File: src/rtl/jtdd_snd_pkg.sv
// rtl/jtdd_snd_pkg.sv - shared types, gain format and width helpers for the sound mixer
package jtdd_snd_pkg;

  typedef enum logic [1:0] {
    ST_IDLE = 2'd0,
    ST_MAC  = 2'd1,
    ST_SAT  = 2'd2
  } mix_state_t;

  localparam logic [7:0] GAIN_ONE = 8'h10;
  localparam int         GFRAC    = 4;

  // Product of a W-bit sample and a 9-bit zero-extended gain
  function automatic int prod_width(input int w);
    return w + 9;
  endfunction

  function automatic int acc_width(input int w, input int ch);
    return w + 9 + $clog2(ch);
  endfunction

endpackage

File: src/rtl/jtdd_mix_sat.sv
// rtl/jtdd_mix_sat.sv - drops the gain fraction from an accumulator and clamps it to WOUT bits
module jtdd_mix_sat
  import jtdd_snd_pkg::*;
#(
  parameter int AW   = 29,
  parameter int WOUT = 16
) (
  input  logic signed [AW-1:0]   acc,
  output logic signed [WOUT-1:0] dout,
  output logic                   ovf
);

  logic signed [AW-1:0] r;
  logic [AW-WOUT:0]     hi;

  always_comb begin
    r    = acc >>> GFRAC;
    // in range only when every bit above the output sign bit copies it
    hi   = r[AW-1:WOUT-1];
    ovf  = !((&hi) || !(|hi));
    dout = r[WOUT-1:0];
    if (ovf) begin
      if (r[AW-1]) dout = {1'b1, {(WOUT-1){1'b0}}};
      else         dout = {1'b0, {(WOUT-1){1'b1}}};
    end
  end

endmodule

File: src/rtl/jtdd_snd_mixer_n.sv
// rtl/jtdd_snd_mixer_n.sv - time-multiplexed N-channel mixer with programmable gains, mute and saturation
module jtdd_snd_mixer_n
  import jtdd_snd_pkg::*;
#(
  parameter int         CH       = 4,
  parameter int         W        = 16,
  parameter int         WOUT     = 16,
  parameter logic [7:0] GAIN_DEF = GAIN_ONE
) (
  input  logic                    clk,
  input  logic                    rst,
  input  logic                    cen,
  input  logic [CH*W-1:0]         ch_in,
  input  logic [CH-1:0]           mute,
  input  logic                    gain_we,
  input  logic [$clog2(CH)-1:0]   gain_addr,
  input  logic [7:0]              gain_din,
  output logic signed [WOUT-1:0]  mixed,
  output logic                    sample,
  output logic                    peak,
  output logic                    busy,
  output logic                    overrun
);

  localparam int IW = $clog2(CH);
  localparam int PW = prod_width(W);
  localparam int AW = acc_width(W, CH);

  mix_state_t           state;
  logic [IW-1:0]        idx;
  logic signed [AW-1:0] acc;
  logic [7:0]           gain    [CH];
  logic [7:0]           sh_gain [CH];
  logic signed [W-1:0]  sh_in   [CH];
  logic [CH-1:0]        sh_mute;

  logic signed [PW-1:0]   prod;
  logic signed [AW-1:0]   prod_ext;
  logic signed [WOUT-1:0] sat_out;
  logic                   sat_ovf;

  always_comb begin
    prod     = PW'(sh_in[idx]) * PW'($signed({1'b0, sh_gain[idx]}));
    prod_ext = prod;
  end

  // a strobe during MAC/SAT is dropped; flag it in the same cycle it arrives
  assign overrun = cen & busy;

  jtdd_mix_sat #(.AW(AW), .WOUT(WOUT)) u_sat (
    .acc  (acc),
    .dout (sat_out),
    .ovf  (sat_ovf)
  );

  always_ff @(posedge clk or posedge rst) begin
    if (rst) begin
      state   <= ST_IDLE;
      idx     <= '0;
      acc     <= '0;
      mixed   <= '0;
      sample  <= 1'b0;
      peak    <= 1'b0;
      busy    <= 1'b0;
      sh_mute <= '0;
      for (int k = 0; k < CH; k++) begin
        gain[k]    <= GAIN_DEF;
        sh_gain[k] <= GAIN_DEF;
        sh_in[k]   <= '0;
      end
    end else begin
      sample <= 1'b0;
      if (gain_we && (32'(gain_addr) < CH)) gain[gain_addr] <= gain_din;

      case (state)
        ST_IDLE: begin
          if (cen) begin
            // snapshot sees the pre-write gain file when gain_we coincides
            for (int k = 0; k < CH; k++) begin
              sh_in[k]   <= ch_in[k*W +: W];
              sh_gain[k] <= gain[k];
            end
            sh_mute <= mute;
            acc     <= '0;
            idx     <= '0;
            busy    <= 1'b1;
            state   <= ST_MAC;
          end
        end
        ST_MAC: begin
          if (!sh_mute[idx]) acc <= acc + prod_ext;
          if (idx == IW'(CH-1)) state <= ST_SAT;
          else                  idx   <= idx + IW'(1);
        end
        ST_SAT: begin
          mixed  <= sat_out;
          peak   <= sat_ovf;
          sample <= 1'b1;
          busy   <= 1'b0;
          state  <= ST_IDLE;
        end
        default: state <= ST_IDLE;
      endcase
    end
  end

endmodule

File: config.mk
export PLATFORM = sky130hd
export DESIGN_NAME = jtdd_snd_mixer_n
export DESIGN_NICKNAME = d
export VERILOG_FILES = /design/src/rtl/jtdd_snd_pkg.sv /design/src/rtl/jtdd_mix_sat.sv /design/src/rtl/jtdd_snd_mixer_n.sv
export SDC_FILE = /design/constraint.sdc
export NUM_CORES = 1
export LEC_CHECK = 0
export BUFFER_PORTS_ARGS = -buffer_cell sky130_fd_sc_hd__buf_2
export CORE_MARGIN = 3
export CORE_UTILIZATION = 40
export DETAILED_ROUTE_END_ITERATION = 16
export GPL_TIMING_DRIVEN = 0
export HOLD_SLACK_MARGIN = 0.15
export PLACE_DENSITY = 0.66
export SLEW_MARGIN = 40
export SYNTH_ARGS = -nofsm -noshare
export SYNTH_HDL_FRONTEND = slang
export SYNTH_HIERARCHICAL = 1
export SYNTH_SLANG_ARGS = --single-unit
File: constraint.sdc
create_clock -name clk -period 6.1 [get_ports clk]
set_clock_uncertainty 0.05 [all_clocks]
set_input_delay 0.305 -clock clk [delete_from_list [all_inputs] [get_ports clk]]
set_output_delay 0.305 -clock clk [all_outputs]
set_load 0.005 [all_outputs]
==> run summary, run 1 <==
Final setup viols -> 0
R2R cell count -> 20
number of synthesized flops with an enable pin -> 0
Pins Over Slew Limit -> 0
routed vias/inst -> 5.09
ratio of cells with drive above 1 in the final layout -> 21.5%
Wirelength per Cell -> 17.0 um
Initial Util -> 40.7%
Period Utilization, post-route -> 97.8%
largest area contributor in the netlist -> dfrtp_1
Max Cap Viol -> 0
Most used DFF post-synth -> dfrtp_1
Peak Freq -> 0.168 GHz
DR DRC count -> 0
Clock Tree Buf Depth -> 2
status -> complete, no violations
IO buf count -> 101
cts bufs inserted -> 17
Crit path arrival time -> 6.30 ns
worst skew pair latency -> 0.45 ns
die width -> 188 um
detailed-route via count -> 10400
cell row count -> 66
clock sink count -> 182
Die ar. -> 0.0355 mm2
mapped cell area -> 0.0133 mm2
CTS tree -> built
first-pass GRT wire length -> 56.7 mm
Yosys cell types -> 59
largest net degree at the start of global routing -> 74
vias in the first global route -> 11000
crit end category -> register
Max-slew headroom -> 45.3%
Hold Crit Depth -> 3
Post-Synthesis Cells -> 1364
Startpoint Class -> register
number of synthesized register bits -> 182
HP Class -> input pin to register
Final #Nets -> 1865
1st-pass router iterations -> 5
fillers -> 2901
Core Util, Final -> 50.9%
Syn Nets -> 1633
Slew @ Worst Pin -> 0.817 ns
CP max FO -> 8
GPL Wtd Cong -> 0.924
DRT antenna net count -> 0
DIE HEIGHT -> 188 um
post-route minimum period -> 5.97 ns
ys async rst share -> 100%
clock root cell -> clkbuf_16
post-detail-place hpwl -> 24.8 mm
initial antenna violation count -> 0
H-tree depth reported by CTS -> 4
sequential area share after synthesis -> 34.3%
Final Hold Fails -> 0
boundary pin count -> 102
Syn. warnings -> 6
clock slew at reported path FFs -> 0.08 ns
GRT Residual Overflow -> 0
DR iter-0 viols -> 752
area added between synthesis and finish -> 25.0%
Routed WL -> 34.8 mm
top cells by area, synth -> dfrtp_1 33%, fa_1 19%, nand2_1 11%, ha_1 5.6%, inv_1 5.1%
core region area -> 0.0327 mm2
All-Layer GR Usage -> 20.2%
syn avg cell area -> 9.76 um2
Crit Path Class -> register to register
Yosys top cell area share -> 32.7%
Worst EP required -> 6.43 ns
-- path summary, 6_finish.rpt --
kind | slack [ns] | to | start
hold / removal | 0.21 | state[0]$_DFFE_PP0P_ | cen
setup / recovery | 0.13 | acc[24]$_DFFE_PP0P_ | idx[0]$_DFFE_PP0P_
setup reg to reg | 0.13 | acc[24]$_DFFE_PP0P_ | idx[0]$_DFFE_PP0P_
max in group asynchronous | 5.00 | acc[3]$_DFFE_PP0P_ | rst
hold reg to reg | 0.40 | sh_gain[4]$_DFFE_PP1P_ | gain[4]$_DFFE_PP1P_
min in group asynchronous | 0.34 | gain[13]$_DFFE_PP0P_ | rst
-- flip-flops by register name, summed over array words and instances (netlist names) --
register and cells:
busy 1, sh_gain 32, sh_in 64, state 2
mixed 16, idx 2, sh_mute 4, gain 32
sample 1, peak 1, acc 27
-- layer usage --
layer | vias to the layer above | global-route usage [%] | part of all wire, %
met5 | - | 0 | 0
met4 | 0 | 6.99 | 3.1
met3 | 77 | 3.22 | 5.6
met2 | 325 | 34.6 | 51
met1 | 5235 | 26.1 | 40
li1 | 4799 | - | -
-- synthesized netlist by cell type, types with 4 or more instances --
cell,instances
nor3_1,4
a21o_1,21
nand2_1,377
mux4_2,25
o21ai_0,33
fa_1,127
nor2_1,10
nor2b_1,4
dfstp_2,8
and2_1,76
nand3_1,35
ha_1,60
nand4_1,10
o21a_1,6
a31oi_1,6
xor2_1,9
a21o_2,5
a21oi_1,28
mux2_2,50
nand3b_1,4
dfrtp_1,174
xnor2_1,12
inv_1,180
clkbuf_1,50
-- cells by family after synthesis --
group / share of synthesized area (%)
AO/OA/AOI/OAI: 6.08
XOR/XNOR: 1.38
adder cells (fa/ha/maj): 24.7
buffers and inverters: 6.99
flip-flops: 34.3
multiplexers: 8.53
AND/OR/NAND/NOR: 18.0
-- cell type report --
| cell class | instances | area (um2) | area share, % |
|---|---|---|---|
| antenna | 1 | 2.50 | 0.0150 |
| clock inverter | 12 | 158 | 0.947 |
| tap | 442 | 553 | 3.32 |
| multi-input combinational | 945 | 8230 | 49.4 |
| buffer | 49 | 328 | 1.97 |
| inverter | 180 | 683 | 4.11 |
| clock buffer | 20 | 447 | 2.68 |
| timing repair buffer | 221 | 1680 | 10.1 |
| sequential | 182 | 4560 | 27.4 |
-- worst max-delay path: stages, from the launching register on --
cell and delay (ns):
dfrtp_1 0.40, buf_12 0.17, buf_4 0.12, mux4_2 0.55, buf_6 0.17, and2_1 0.15
fa_1 0.53, fa_1 0.58, fa_2 0.44, fa_1 0.48, inv_1 0.05, fa_1 0.47
inv_1 0.06, ha_4 0.29, nand2_2 0.09, o21a_1 0.22, o21ai_4 0.18, a21o_1 0.20
a2111oi_4 0.11, or4_1 0.48, nand3_1 0.08
-- cells in the final DEF, fill, tap and decap left out, types with 4 or more instances in the layout --
cell type and count:
buf_2 103, fa_1 123, o21ai_0 25, nand4_1 10
and2_4 5, buf_4 39, a21oi_1 16, xnor2_1 12
dfrtp_1 174, dfstp_2 8, nand3b_1 4, ha_1 43
a21oi_4 6, clkbuf_1 34, dlygate4sd3_1 78, buf_6 4
and2_1 72, nand2_1 370, o21a_1 6, inv_8 6
xor2_1 9, ha_4 12, nor2_1 10, nand3_1 35
inv_1 178, ha_2 5, a21oi_2 7, o21ai_1 5
mux4_2 25, a21o_2 5, mux2_2 50, a31oi_1 6
a21o_1 21, clkbuf_16 19, fa_2 4, nand2_2 7
-- what timing repair did --
item / in CTS / in global routing
cloned: 0 / 2
setup endpoints to repair: 19 / 14
hold buffers: 77 / 0
pin swaps: 4 / 27
setup buffers: 12 / 27
gates resized for setup: 50 / 82
hold endpoints to repair: 136 / 0
-- per-stage QoR --
stage / setup slack (ns) / instance area (um2) / TNS [ns] / hold WS (ns) / instances
6_report: 0.132 / 16600 / 0 / 0.211 / 2052
4_1_cts: -0.0110 / 16100 / -0.0110 / 0.210 / 2026
3_5_place_dp: -1.05 / 14400 / -12.74 / 0.262 / 1909
3_3_place_gp: -1.32 / 14400 / -239.72 / 0.390 / 1907
2_1_floorplan: 0.0707 / 13300 / 0 / 0.360 / 1364
5_1_grt: -0.0469 / 16600 / -0.189 / 0.211 / 2051
Power of run 1 is not shown: default switching activity piles up to over one toggle a cycle in this logic, so the estimate is an artifact.
==> run 2, diff against run 1 <==
Settings changed: SETUP_SLACK_MARGIN set to 0.5.
==> run summary, run 2 (synthesis gave the netlist of run 1 again) <==
GPL Wtd Cong -> 0.884 (was 0.924)
register with the most flip-flops -> sh_in (unchanged)
Max Cap Viol -> 0 (unchanged)
Max-slew headroom -> 47.1% (was 45.3%)
Final #Nets -> 1905 (was 1865)
Crit Reg-Reg Endpoint -> acc[20]$_DFFE_PP0P_ (was acc[24]$_DFFE_PP0P_)
clock root cell -> clkbuf_16 (unchanged)
area added between synthesis and finish -> 29.9% (was 25.0%)
Die ar. -> 0.0355 mm2 (unchanged)
GRT met3 Usage -> 2.72% (was 3.22%)
dpl cell area -> 0.0146 mm2 (was 0.0144 mm2)
Final setup viols -> 0 (unchanged)
Crit Path Class -> register to register (unchanged)
routed vias/inst -> 5.10 (was 5.09)
die width -> 188 um (unchanged)
most frequent cells in the layout -> 366 x nand2_1, 173 x dfrtp_1, 165 x inv_1 (was 370 x nand2_1, 178 x inv_1, 174 x dfrtp_1)
HP Class -> input pin to register (unchanged)
clock sink count -> 182 (unchanged)
Crit path arrival time -> 6.30 ns (about the same)
R2R cell count -> 21 (was 20)
All-Layer GR Usage -> 20.7% (was 20.2%)
top flop regs -> sh_in: 64 flops, gain: 32 flops, sh_gain: 32 flops (unchanged)
Period Utilization, post-route -> 99.1% (was 97.8%)
most common cell after layout, fill and taps aside -> nand2_1 (unchanged)
Initial Util -> 40.7% (unchanged)
Peak Freq -> 0.165 GHz (was 0.168 GHz)
vias in the first global route -> 11400 (was 11000)
H-tree depth reported by CTS -> 4 (unchanged)
flop2flop setup slack -> 0.05 ns (was 0.13 ns)
CP max FO -> 7 (was 8)
DR iter-0 viols -> 688 (was 752)
cts bufs inserted -> 17 (unchanged)
largest net degree at the start of global routing -> 79 (was 74)
RSZ-0062 raised after global routing -> yes
r2r startpoint -> idx[0]$_DFFE_PP0P_ (unchanged)
Final Instance Area -> 0.0173 mm2 (was 0.0166 mm2)
Clock Tree Buf Depth -> 2 (unchanged)
CTS tree -> built (unchanged)
Final Hold Fails -> 0 (unchanged)
met1 Usage GRT -> 26.7% (was 26.1%)
hold path endpoint -> gain[28]$_DFFE_PP1P_ (was state[0]$_DFFE_PP0P_)
DR DRC count -> 0 (unchanged)
ratio of cells with drive above 1 in the final layout -> 26.1% (was 21.5%)
1st-pass router iterations -> 5 (unchanged)
clock slew at reported path FFs -> 0.08 ns (about the same)
met2 Track Usage GR -> 36.0% (was 34.6%)
boundary pin count -> 102 (unchanged)
DIE HEIGHT -> 188 um (unchanged)
fillers -> 2864 (was 2901)
post-detail-place hpwl -> 24.9 mm (was 24.8 mm)
crit end category -> register (unchanged)
IO buf count -> 101 (unchanged)
DRT antenna net count -> 0 (unchanged)
first-pass GRT wire length -> 57.9 mm (was 56.7 mm)
Hold Crit Depth -> 3 (unchanged)
Final TNS setup -> 0 ns (unchanged)
post-route minimum period -> 6.05 ns (was 5.97 ns)
status -> complete, no violations (unchanged)
Slew @ Worst Pin -> 0.794 ns (was 0.817 ns)
detailed-route via count -> 10700 (was 10400)
max FFs per register -> 64 (unchanged)
Routed WL -> 35.4 mm (was 34.8 mm)
GRT Residual Overflow -> 0 (unchanged)
worst skew pair latency -> 0.44 ns (was 0.45 ns)
Wirelength per Cell -> 16.9 um (was 17.0 um)
core region area -> 0.0327 mm2 (unchanged)
initial antenna violation count -> 2 (was 0)
Startpoint Class -> register (unchanged)
Worst EP required -> 6.35 ns (was 6.43 ns)
cell row count -> 66 (unchanged)
worst hold start -> gain_addr[0] (was cen)
global-route layer with the greatest usage -> met2 (unchanged)
Pins Over Slew Limit -> 0 (unchanged)
-- run 2: cell types whose count changed in the layout (fill, tap and decap cells not counted), moves of 6 or more --
cell,previous run,this run
fa_1,123,117
buf_4,39,51
o21ai_0,25,14
buf_8,3,11
inv_1,178,165
o21ai_1,5,12
buf_6,4,21
fa_2,4,10
inv_2,1,14
-- run 2: per-stage QoR --
step | hold slack, ns | utilization [%] | worst slack, ns | instances
after floorplan | 0.360 | - | 0.474 | 1364
after global placement | 0.392 | 44.4 | -1.29 | 1907
after detailed placement | 0.275 | 44.6 | -0.444 | 1910
after CTS | 0.221 | 51.2 | 0.0992 | 2068
after global routing | 0.273 | 52.9 | -0.147 | 2092
final | 0.273 | 52.9 | 0.0543 | 2092
-- run 2: cell type report --
type                       count  area [um2]  share of cell area (%)
multi-input combinational    945        8420                    48.7
sequential                   182        4570                    26.4
timing repair buffer         253        2040                    11.8
inverter                     180         683                    3.95
tap                          442         553                    3.20
clock buffer                  20         467                    2.70
buffer                        57         448                    2.59
clock inverter                12         104                   0.601
antenna                        1        2.50                  0.0145
-- run 2: metal layers --
metal  share of wire, %  wire length [um]
met5                  0                 0
met4                3.2              1140
met3                4.9              1720
met2                 51             18000
met1                 41             14600
-- run 2: worst max path at each step --
| stage | from | endpoint | slack, ns |
|---|---|---|---|
| 2_1_floorplan | idx[0]$_DFFE_PP0P_ | acc[20]$_DFFE_PP0P_ | 0.47 |
| 3_3_place_gp | rst | mixed[0]$_DFFE_PP0P_ | -1.29 |
| 3_5_place_dp | idx[1]$_DFFE_PP0P_ | acc[20]$_DFFE_PP0P_ | -0.44 |
| 4_1_cts | idx[0]$_DFFE_PP0P_ | acc[23]$_DFFE_PP0P_ | 0.1 |
| 5_1_grt | idx[0]$_DFFE_PP0P_ | acc[20]$_DFFE_PP0P_ | -0.15 |
| 6_report | idx[0]$_DFFE_PP0P_ | acc[20]$_DFFE_PP0P_ | 0.05 |
-- run 2: critical path, stage by stage, from the launching register on --
cell       delay, ns
dfrtp_2         0.42
buf_12          0.14
buf_4           0.11
mux4_2          0.52
buf_4           0.19
and2_4          0.16
fa_1            0.52
fa_2            0.60
fa_2            0.43
fa_1            0.51
inv_1           0.05
fa_1            0.49
inv_2           0.05
ha_4            0.21
buf_8           0.14
nand2_4         0.08
o21a_1          0.15
o21ai_2         0.07
a21o_1          0.23
a2111oi_4       0.49
xor2_1          0.20
o21ai_1         0.07
-- run 2: what timing repair did --
item,4_1_cts,5_1_grt
pin swaps,35,57
gates resized for setup,98,106
hold endpoints to repair,142,0
gates cloned,3,0
endpoints found under the setup margin,19,19
hold buffers,77,0
buffers inserted,46,23
Power of run 2 is left out for the same reason.
